<file path="config.mk">
export PLATFORM = sky130hd
export DESIGN_NAME = wallece_tree_mult_pipe
export DESIGN_NICKNAME = d
export VERILOG_FILES = /design/src/rtl/wallece_tree_mult_pipe.sv
export SDC_FILE = /design/constraint.sdc
export NUM_CORES = 1
export LEC_CHECK = 0
export CAP_MARGIN = 20
export CORE_ASPECT_RATIO = 1.4
export CORE_UTILIZATION = 60
export CTS_BUF_LIST = sky130_fd_sc_hd__clkbuf_16
export CTS_CLUSTER_DIAMETER = 50
export CTS_CLUSTER_SIZE = 20
export DETAILED_ROUTE_END_ITERATION = 8
export PLACE_DENSITY = 0.87
export SETUP_SLACK_MARGIN = 0.4
export SKIP_CTS_REPAIR_TIMING = 1
export SLEW_MARGIN = 0
export SYNTH_ARGS = -nofsm -noshare
export SYNTH_HDL_FRONTEND = slang
export SYNTH_SLANG_ARGS = --single-unit
</file>
<file path="constraint.sdc">
create_clock -name clk -period 6.8 [get_ports clk]
set_input_delay 0.68 -clock clk [delete_from_list [all_inputs] [get_ports clk]]
set_output_delay 0.68 -clock clk [all_outputs]
set_load 0.01 [all_outputs]
</file>
<file path="src/rtl/wallece_tree_mult_pipe.sv">
// wallece_tree_mult_pipe
//   Pipelined Wallace-tree multiplier, WIDTH x WIDTH -> 2*WIDTH, three register
//   stages (partial products, carry-save reduction, final add). Valid/ready
//   handshakes on both sides. Bubbles collapse, and a full pipeline can take
//   a new operand in the same cycle that a result leaves.
//
//   Optional feature macro: WALLECE_SIGNED_EN
//     defined   : per-transaction two's-complement mode (Baugh-Wooley) via Signed.
//     undefined : Signed is ignored and every product is unsigned.
//
// Ports
//   clk        in   rising-edge clock
//   rst_n      in   asynchronous active-low reset (clears control and datapath)
//   in_valid   in   operand transfer request
//   in_ready   out  operands accepted this cycle (combinational from out_ready)
//   A, B       in   WIDTH-bit operands
//   Signed     in   1 = A/B/Prod are two's complement, sampled with A/B
//   out_valid  out  Prod holds a valid result
//   out_ready  in   consumer accepts Prod this cycle
//   Prod       out  2*WIDTH-bit product, held until replaced
module wallece_tree_mult_pipe #(
  parameter int WIDTH = 8
) (
  input  logic               clk,
  input  logic               rst_n,
  input  logic               in_valid,
  output logic               in_ready,
  input  logic [WIDTH-1:0]   A,
  input  logic [WIDTH-1:0]   B,
  input  logic               Signed,
  output logic               out_valid,
  input  logic               out_ready,
  output logic [2*WIDTH-1:0] Prod
);

  localparam int PW = 2 * WIDTH;
  // WIDTH partial-product rows plus one row holding the signed-mode correction.
  localparam int NR = WIDTH + 1;
  // Enough 3:2 levels to bring up to 33 rows down to 2; spare levels pass through.
  localparam int LV = 8;
  // Baugh-Wooley correction: +2^WIDTH and +2^(2*WIDTH-1).
  localparam logic [PW-1:0] BW_CORR = (PW'(1) << WIDTH) | (PW'(1) << (PW - 1));

  // Row count after lv levels of full-adder compression (groups of three rows
  // become a sum row and a carry row; the remainder passes through).
  function automatic int rows_at(input int lv);
    int n;
    n = NR;
    for (int i = 0; i < lv; i++) begin
      n = 2 * (n / 3) + (n % 3);
    end
    return n;
  endfunction

  // One row of AND terms (A * B[i]). In signed mode the cross terms that pair
  // exactly one operand MSB with a non-MSB bit are inverted.
  function automatic logic [WIDTH-1:0] pp_row(input logic [WIDTH-1:0] a,
                                              input logic             b_bit,
                                              input logic             msb_row,
                                              input logic             sgn);
    logic [WIDTH-1:0] r;
    r = a & {WIDTH{b_bit}};
    if (sgn) begin
      if (msb_row) begin
        r[WIDTH-2:0] = ~r[WIDTH-2:0];
      end else begin
        r[WIDTH-1] = ~r[WIDTH-1];
      end
    end
    return r;
  endfunction

  logic             adv1, adv2, adv3;
  logic             in_fire;
  logic             vld_p1_q, vld_p1_d;
  logic             vld_p2_q, vld_p2_d;
  logic             vld_p3_q, vld_p3_d;
  logic [WIDTH-1:0] pp_p1_q [WIDTH];
  logic [WIDTH-1:0] pp_p1_d [WIDTH];
  logic [PW-1:0]    sum_p2_q, sum_p2_d;
  logic [PW-1:0]    car_p2_q, car_p2_d;
  logic [PW-1:0]    prod_p3_q, prod_p3_d;
  logic             sgn_in;
  logic             sgn_s2;
  logic [PW-1:0]    lvl [LV+1][NR];

  // Each stage moves when it is empty or its downstream moves.
  always_comb begin
    adv3     = !vld_p3_q || out_ready;
    adv2     = !vld_p2_q || adv3;
    adv1     = !vld_p1_q || adv2;
    in_ready = adv1 && rst_n;
    in_fire  = in_valid && in_ready;
  end

`ifdef WALLECE_SIGNED_EN
  logic sgn_p1_q, sgn_p1_d;

  assign sgn_in = Signed;
  assign sgn_s2 = sgn_p1_q;

  always_comb begin
    sgn_p1_d = sgn_p1_q;
    if (in_fire) begin
      sgn_p1_d = Signed;
    end
  end

  always_ff @(posedge clk or negedge rst_n) begin
    if (!rst_n) begin
      sgn_p1_q <= 1'b0;
    end else begin
      sgn_p1_q <= sgn_p1_d;
    end
  end
`else
  logic signed_unused;

  assign signed_unused = Signed;
  assign sgn_in        = 1'b0;
  assign sgn_s2        = 1'b0;
`endif

  // ---- stage 1: partial products ----
  always_comb begin
    vld_p1_d = adv1 ? in_valid : vld_p1_q;
    pp_p1_d  = pp_p1_q;
    if (in_fire) begin
      for (int i = 0; i < WIDTH; i++) begin
        pp_p1_d[i] = pp_row(A, B[i], i == WIDTH - 1, sgn_in);
      end
    end
  end

  // ---- stage 2: Wallace reduction to sum/carry rows ----
  for (genvar r = 0; r < WIDTH; r++) begin : g_row0
    assign lvl[0][r] = PW'(pp_p1_q[r]) << r;
  end
  assign lvl[0][WIDTH] = sgn_s2 ? BW_CORR : '0;

  for (genvar l = 0; l < LV; l++) begin : g_lvl
    localparam int N  = rows_at(l);
    localparam int NF = N / 3;
    localparam int NN = rows_at(l + 1);
    for (genvar g = 0; g < NF; g++) begin : g_fa
      assign lvl[l+1][2*g]   = lvl[l][3*g] ^ lvl[l][3*g+1] ^ lvl[l][3*g+2];
      // Carries shift up one column; the bit leaving the top is dropped (mod 2^PW).
      assign lvl[l+1][2*g+1] = ((lvl[l][3*g]   & lvl[l][3*g+1]) |
                                (lvl[l][3*g]   & lvl[l][3*g+2]) |
                                (lvl[l][3*g+1] & lvl[l][3*g+2])) << 1;
    end
    for (genvar r = 0; r < N % 3; r++) begin : g_pass
      assign lvl[l+1][2*NF+r] = lvl[l][3*NF+r];
    end
    for (genvar r = NN; r < NR; r++) begin : g_zero
      assign lvl[l+1][r] = '0;
    end
  end

  always_comb begin
    vld_p2_d = adv2 ? vld_p1_q : vld_p2_q;
    sum_p2_d = sum_p2_q;
    car_p2_d = car_p2_q;
    if (adv2 && vld_p1_q) begin
      sum_p2_d = lvl[LV][0];
      car_p2_d = lvl[LV][1];
    end
  end

  // ---- stage 3: carry-propagate add ----
  always_comb begin
    vld_p3_d  = adv3 ? vld_p2_q : vld_p3_q;
    prod_p3_d = prod_p3_q;
    if (adv3 && vld_p2_q) begin
      prod_p3_d = sum_p2_q + car_p2_q;
    end
  end

  always_ff @(posedge clk or negedge rst_n) begin
    if (!rst_n) begin
      vld_p1_q  <= 1'b0;
      vld_p2_q  <= 1'b0;
      vld_p3_q  <= 1'b0;
      for (int i = 0; i < WIDTH; i++) begin
        pp_p1_q[i] <= '0;
      end
      sum_p2_q  <= '0;
      car_p2_q  <= '0;
      prod_p3_q <= '0;
    end else begin
      vld_p1_q  <= vld_p1_d;
      vld_p2_q  <= vld_p2_d;
      vld_p3_q  <= vld_p3_d;
      pp_p1_q   <= pp_p1_d;
      sum_p2_q  <= sum_p2_d;
      car_p2_q  <= car_p2_d;
      prod_p3_q <= prod_p3_d;
    end
  end

  assign out_valid = vld_p3_q;
  assign Prod      = prod_p3_q;

endmodule
</file>
==> results of run 1 <==
cells in the mapped netlist (2+ instances only):
master,number,area share [%]
dfrtp_1,110,46
a21boi_2,2,0.38
a21o_1,4,0.50
nand4_1,2,0.21
nand2_1,142,8.9
inv_1,60,3.8
nor3b_1,2,0.25
o21ai_1,6,0.50
a211oi_1,2,0.25
nor2_1,2,0.13
buf_6,4,0.75
clkbuf_1,8,0.50
fa_1,38,13
ha_1,34,7.1
buf_1,16,1.0
xnor2_1,2,0.29
xor2_1,5,0.73
mux2_2,34,6.4
o21ai_0,69,5.8
nand2b_1,3,0.31
buf_2,7,0.59
a21oi_1,8,0.67
cell type report:
cell class / count / area share, %
Multi-Input combinational cell: 371 / 42.0
Sequential cell: 110 / 40.8
Tap cell: 132 / 2.45
Timing Repair Buffer: 40 / 6.38
Clock inverter: 7 / 1.67
Inverter: 60 / 3.34
Clock buffer: 9 / 3.34
logic make-up (layout without fill, tap and decap cells):
group / count (synthesis) / after routing / share of synthesized area [%]
buffers and inverters: 95 / 116 / 6.62
AO/OA/AOI/OAI: 98 / 98 / 9.05
AND/OR/NAND/NOR: 159 / 159 / 10.8
multiplexers: 35 / 35 / 6.58
flip-flops: 110 / 110 / 46.1
XOR/XNOR: 7 / 7 / 1.03
adder cells (fa/ha/maj): 72 / 72 / 19.9
worst max-delay path: cells and delay by family, from the launching register on:
kind | cells | cell delay, ps
adder cells (fa/ha/maj) | 4 | 1940
buffers and inverters | 4 | 210
flip-flops | 1 | 350
multiplexers | 1 | 260
through the flow:
step,std cells,setup WS [ps]
after CTS,727,3910
final,729,3920
after detailed placement,711,3920
after floorplan,576,4030
after global placement,711,3950
after global routing,729,3810
sequential cells by signal, indices dropped and copies added, names as in the netlist:
name / cells
sum_p2_q: 16
out_valid: 1
car_p2_q: 11
Prod: 16
lvl: 64
vld_p1_q: 1
vld_p2_q: 1
per-layer routing:
| metal | wire [um] | global-route usage [%] |
|---|---|---|
| met3 | 409 | 2.48 |
| met2 | 5780 | 41.5 |
| met5 | 0 | 0 |
| met4 | 354 | 11.3 |
| met1 | 4550 | 29.5 |
final timing paths:
kind	from	end	slack, ps	depth (start not counted)
hold reg to reg	Prod[9]$_DFFE_PN0P_	Prod[9]$_DFFE_PN0P_	470	2
setup / recovery	lvl[1209]$_DFFE_PN0P_	sum_p2_q[9]$_DFFE_PN0P_	3920	9
max in group asynchronous	rst_n	lvl[1237]$_DFFE_PN0P_	5230	2
hold / removal	rst_n	sum_p2_q[4]$_DFFE_PN0P_	290	1
min in group clk	Prod[9]$_DFFE_PN0P_	Prod[9]$_DFFE_PN0P_	470	2
setup reg to reg	lvl[1209]$_DFFE_PN0P_	sum_p2_q[9]$_DFFE_PN0P_	3920	9
power by group:
group | switching, mW | internal (mW)
Clock | 0.230 | 0.358
Combinational | 0.458 | 0.448
Sequential | 0.0910 | 0.813
==> results_dict.tcl, run 1 <==
set metrics [dict create \
    status "complete, no violations" \
    holdWs_ps 289 \
    track_usage_pct 23.8 \
    syn_nets 669 \
    grt_pass1_vias 4029 \
    final_util_pct 70.5 \
    cp_cell_sequence "inv_1 -> fa_1 -> inv_1 -> fa_1 -> inv_1 -> fa_1 -> inv_1 -> fa_1 -> mux2_2" \
    cp_slowest_cell "fa_1" \
    ys_warn_count 0 \
    cap_violations 0 \
    synth_edf_count 0 \
    critPathRequiredTime_ps 7030 \
    place_congestion 0.828 \
    antenna_cells 0 \
    power_mw 2.40 \
    cts_tree "built" \
    multi_input_area_mm2 0.00283 \
    slew_violations 0 \
    core_area_mm2 0.00956 \
    clock.fmax_mhz 347 \
    numPortBuffers 37 \
    path_max_fanout 2 \
    cts_htree_levels 3 \
    crit_arrival_ps 3110 \
    criticalPathCategory "flip-flop to flip-flop" \
    finClkSkew_ps 6.04 \
    insertion_delay_ps 340 \
    hold_viol_final 0 \
    synth_flop_cell "dfrtp_1" \
    synth_seq_area_share_pct 46.1 \
    grt_overflow 0 \
    drtIter0Drc 193 \
    die_w_um 86.3 \
    grt_max_degree 129 \
    p_per_area_mw_per_mm2 355 \
    dpl_cell_area_mm2 0.00635 \
    seq_area_mm2 0.00275 \
    dpl.hpwl_um 7890 \
    postSynthAreaPerCell_um2 10.4 \
    clock_sinks 110 \
    via_count 3907 \
    synth_seq_cells 110 \
    p_leak_nw 3.30 \
    setup_viol 0 \
    synthCells 576 \
    layout_commonest_cell "nand2_1" \
    endpoint_kind "flip-flop" \
    final_cell_mix "141 x nand2_1, 110 x dfrtp_1, 69 x o21ai_0" \
    hold_class "input port to asynchronous set/reset pin" \
    grt_pass1_wl_um 18800 \
    avgViaCountPerCell 5.36 \
    antenna_found_initial 0 \
    fin_tns_setup_ps 0 \
    die-height_um 120 \
    ctsLongestPathBuffers 2 \
    dieArea_mm2 0.0104 \
    drtAntennaViolNets 0 \
    synth_area_mm2 0.00597 \
    synthArstFlopShare_pct 100 \
    nets 685 \
    drc 0 \
    ir_drop_v 0.000168 \
    ios 39 \
    cts_buffers 9 \
    synthDistinctLibCells 38 \
    final_area_mm2 0.00674 \
    slew-limit-headroom_pct 40.2 \
    initial_core_util_pct 62.5 \
    cts_root_buf "clkbuf_16" \
    routed_wl_um 11100 \
    drive_gt1_share_pct 9.88 \
    dr.pass1.iters 5 \
    critPathMaxStageDelay_ps 530 \
    start_kind "flip-flop" \
    clkSlewWorstSetupHoldPaths_ps 70 \
    rsz0062_at_grt "no" \
    period_share_pct 42.4 \
    fillerInstances 660 \
    max_slew.worst_pin.slew_ps 897 \
    rows 42 \
    area_delta_synth_final_pct 12.9 \
    fin_crit_ps 2880 \
    routedWlPerCell_um 15.2 \
]
No activity file was read; power rests on OpenSTA's default activity.
==> run 2: changes to the inputs <==
==> constraint.sdc (replaced) <==
create_clock -name clk -period 2.94 [get_ports clk]
set_input_delay 0.294 -clock clk [delete_from_list [all_inputs] [get_ports clk]]
set_output_delay 0.294 -clock clk [all_outputs]
set_load 0.01 [all_outputs]
==> run 2 against run 1 <==
Effect of this change:
- core utilization rose by 0.092 points
- clock power rose by 100%
- die area did not move
- highest routed layer unchanged
==> results_dict.tcl, run 2 (synthesized netlist as in run 1, its figures left out) <==
set metrics [dict create \
    status "complete, no violations" \
    clkSlewWorstSetupHoldPaths_ps 70 \
    track_usage_pct 24.5 \
    ir_drop_v 0.000403 \
    period_share_pct 97.0 \
    grt_pass1_wl_um 19200 \
    drive_gt1_share_pct 14.3 \
    finClkSkew_ps 4.69 \
    antenna_found_initial 0 \
    rsz0062_at_grt "yes" \
    clock_sinks 110 \
    critPathMaxStageDelay_ps 560 \
    path_depth 7 \
    final_util_pct 70.6 \
    crit_arrival_ps 3090 \
    antenna_cells 0 \
    start_kind "flip-flop" \
    p_leak_nw 3.29 \
    p_per_area_mw_per_mm2 824 \
    worstSetupStartpoint "lvl[1239]$_DFFE_PN0P_" \
    rows 42 \
    routedWlPerCell_um 15.6 \
    largest_reg_flops 64 \
    routed_wl_um 11400 \
    core_area_mm2 0.00956 \
    initial_core_util_pct 62.5 \
    avgViaCountPerCell 5.37 \
    criticalPathCategory "flip-flop to flip-flop" \
    drtIter0Drc 245 \
    max_slew.worst_pin.slew_ps 718 \
    via_count 3944 \
    fin_crit_ps 2850 \
    path_max_fanout 2 \
    die_w_um 86.3 \
    cts_tree "built" \
    cts_root_buf "clkbuf_16" \
    ios 39 \
    grt_overflow 0 \
    dpl.hpwl_um 8250 \
    cp_cell_sequence "inv_2 -> fa_1 -> inv_2 -> fa_2 -> fa_1 -> fa_2 -> mux2_2" \
    slew-limit-headroom_pct 52.1 \
    endpoint_kind "flip-flop" \
    ff2ff_path_depth 7 \
    fillerInstances 665 \
    grt_pass1_vias 4125 \
    ctsLongestPathBuffers 2 \
    critPathRequiredTime_ps 3180 \
    grt_max_degree 63 \
    fin_tns_setup_ps 0 \
    insertion_delay_ps 350 \
    hold_viol_final 0 \
    drtAntennaViolNets 0 \
    final_cell_mix "141 x nand2_1, 110 x dfrtp_1, 69 x o21ai_0" \
    nets 690 \
    place_congestion 0.836 \
    timing.rr.start "lvl[1239]$_DFFE_PN0P_" \
    cp_slowest_cell "fa_1" \
    area_delta_synth_final_pct 13.0 \
    numPortBuffers 37 \
    clock.fmax_mhz 351 \
    dr.pass1.iters 4 \
    die-height_um 120 \
    hold_class "input port to asynchronous set/reset pin" \
    seq_area_mm2 0.00275 \
    dieArea_mm2 0.0104 \
    cts_htree_levels 3 \
    timing.critical_path.buf_inv 2 \
    layout_commonest_cell "nand2_1" \
    drc 0 \
    crit_family "adder cells" \
    setup_viol 0 \
    cts_buffers 9 \
    multi_input_area_mm2 0.00288 \
    cap_violations 0 \
    r2r_slack_ps 90 \
    slew_violations 0 \
]
run 2: cell count changes in the layout (fill, tap and decap cells not counted), moves of 2 or more:
cell and change:
fa_2 +5, buf_16 -2, mux2_4 +5, ha_1 -2, inv_2 +15, bufinv_16 -2, buf_4 +6, mux2_2 -5
inv_1 -15, fa_1 -5
run 2: metrics by stage:
stage	hold slack (ps)	cells	setup slack (ps)	instance area, um^2	power, mW
2_1_floorplan	-1.59	576	204	6000	3.57
5_1_grt	122	734	3.11	6750	5.95
3_5_place_dp	457	716	68.9	6430	4.30
6_report	61.5	734	87.6	6750	5.56
4_1_cts	81.8	732	55.6	6720	5.54
3_3_place_gp	443	716	142	6430	4.09
run 2: worst paths after layout:
check                                           to
min in group clk               Prod[9]$_DFFE_PN0P_
setup / recovery           sum_p2_q[7]$_DFFE_PN0P_
setup reg to reg           sum_p2_q[7]$_DFFE_PN0P_
max in group asynchronous    lvl[1235]$_DFFE_PN0P_
hold / removal                vld_p1_q$_DFFE_PN0N_
hold reg to reg                Prod[9]$_DFFE_PN0P_
run 2: worst register-to-register path, cell delays in order (launching register included):
cell,delay (ps)
dfrtp_1,360
inv_2,40
fa_1,560
inv_2,50
fa_2,460
fa_1,550
fa_2,450
mux2_2,270
run 2: cell type report:
| cell class | count | share of cell area (%) |
|---|---|---|
| Tap cell | 132 | 2.45 |
| Inverter | 60 | 3.34 |
| Clock inverter | 7 | 0.963 |
| Multi-Input combinational cell | 371 | 42.6 |
| Clock buffer | 9 | 3.34 |
| Timing Repair Buffer | 45 | 6.52 |
| Sequential cell | 110 | 40.8 |
run 2: where the power goes:
part | switching [mW] | total (mW) | internal, mW
clock network | 0.542 | 1.20 | 0.654
registers | 0.222 | 2.10 | 1.88
logic | 1.13 | 2.26 | 1.13
total | 1.90 | 5.56 | 3.66
run 2: metal layers:
layer | up-vias | part of all wire, % | global-route usage (%)
met5 | - | 0 | 0
met4 | 0 | 2.2 | 10.3
met3 | 22 | 3.9 | 3.85
met2 | 95 | 54 | 43.4
met1 | 1942 | 40 | 29.3
li1 | 1885 | - | -
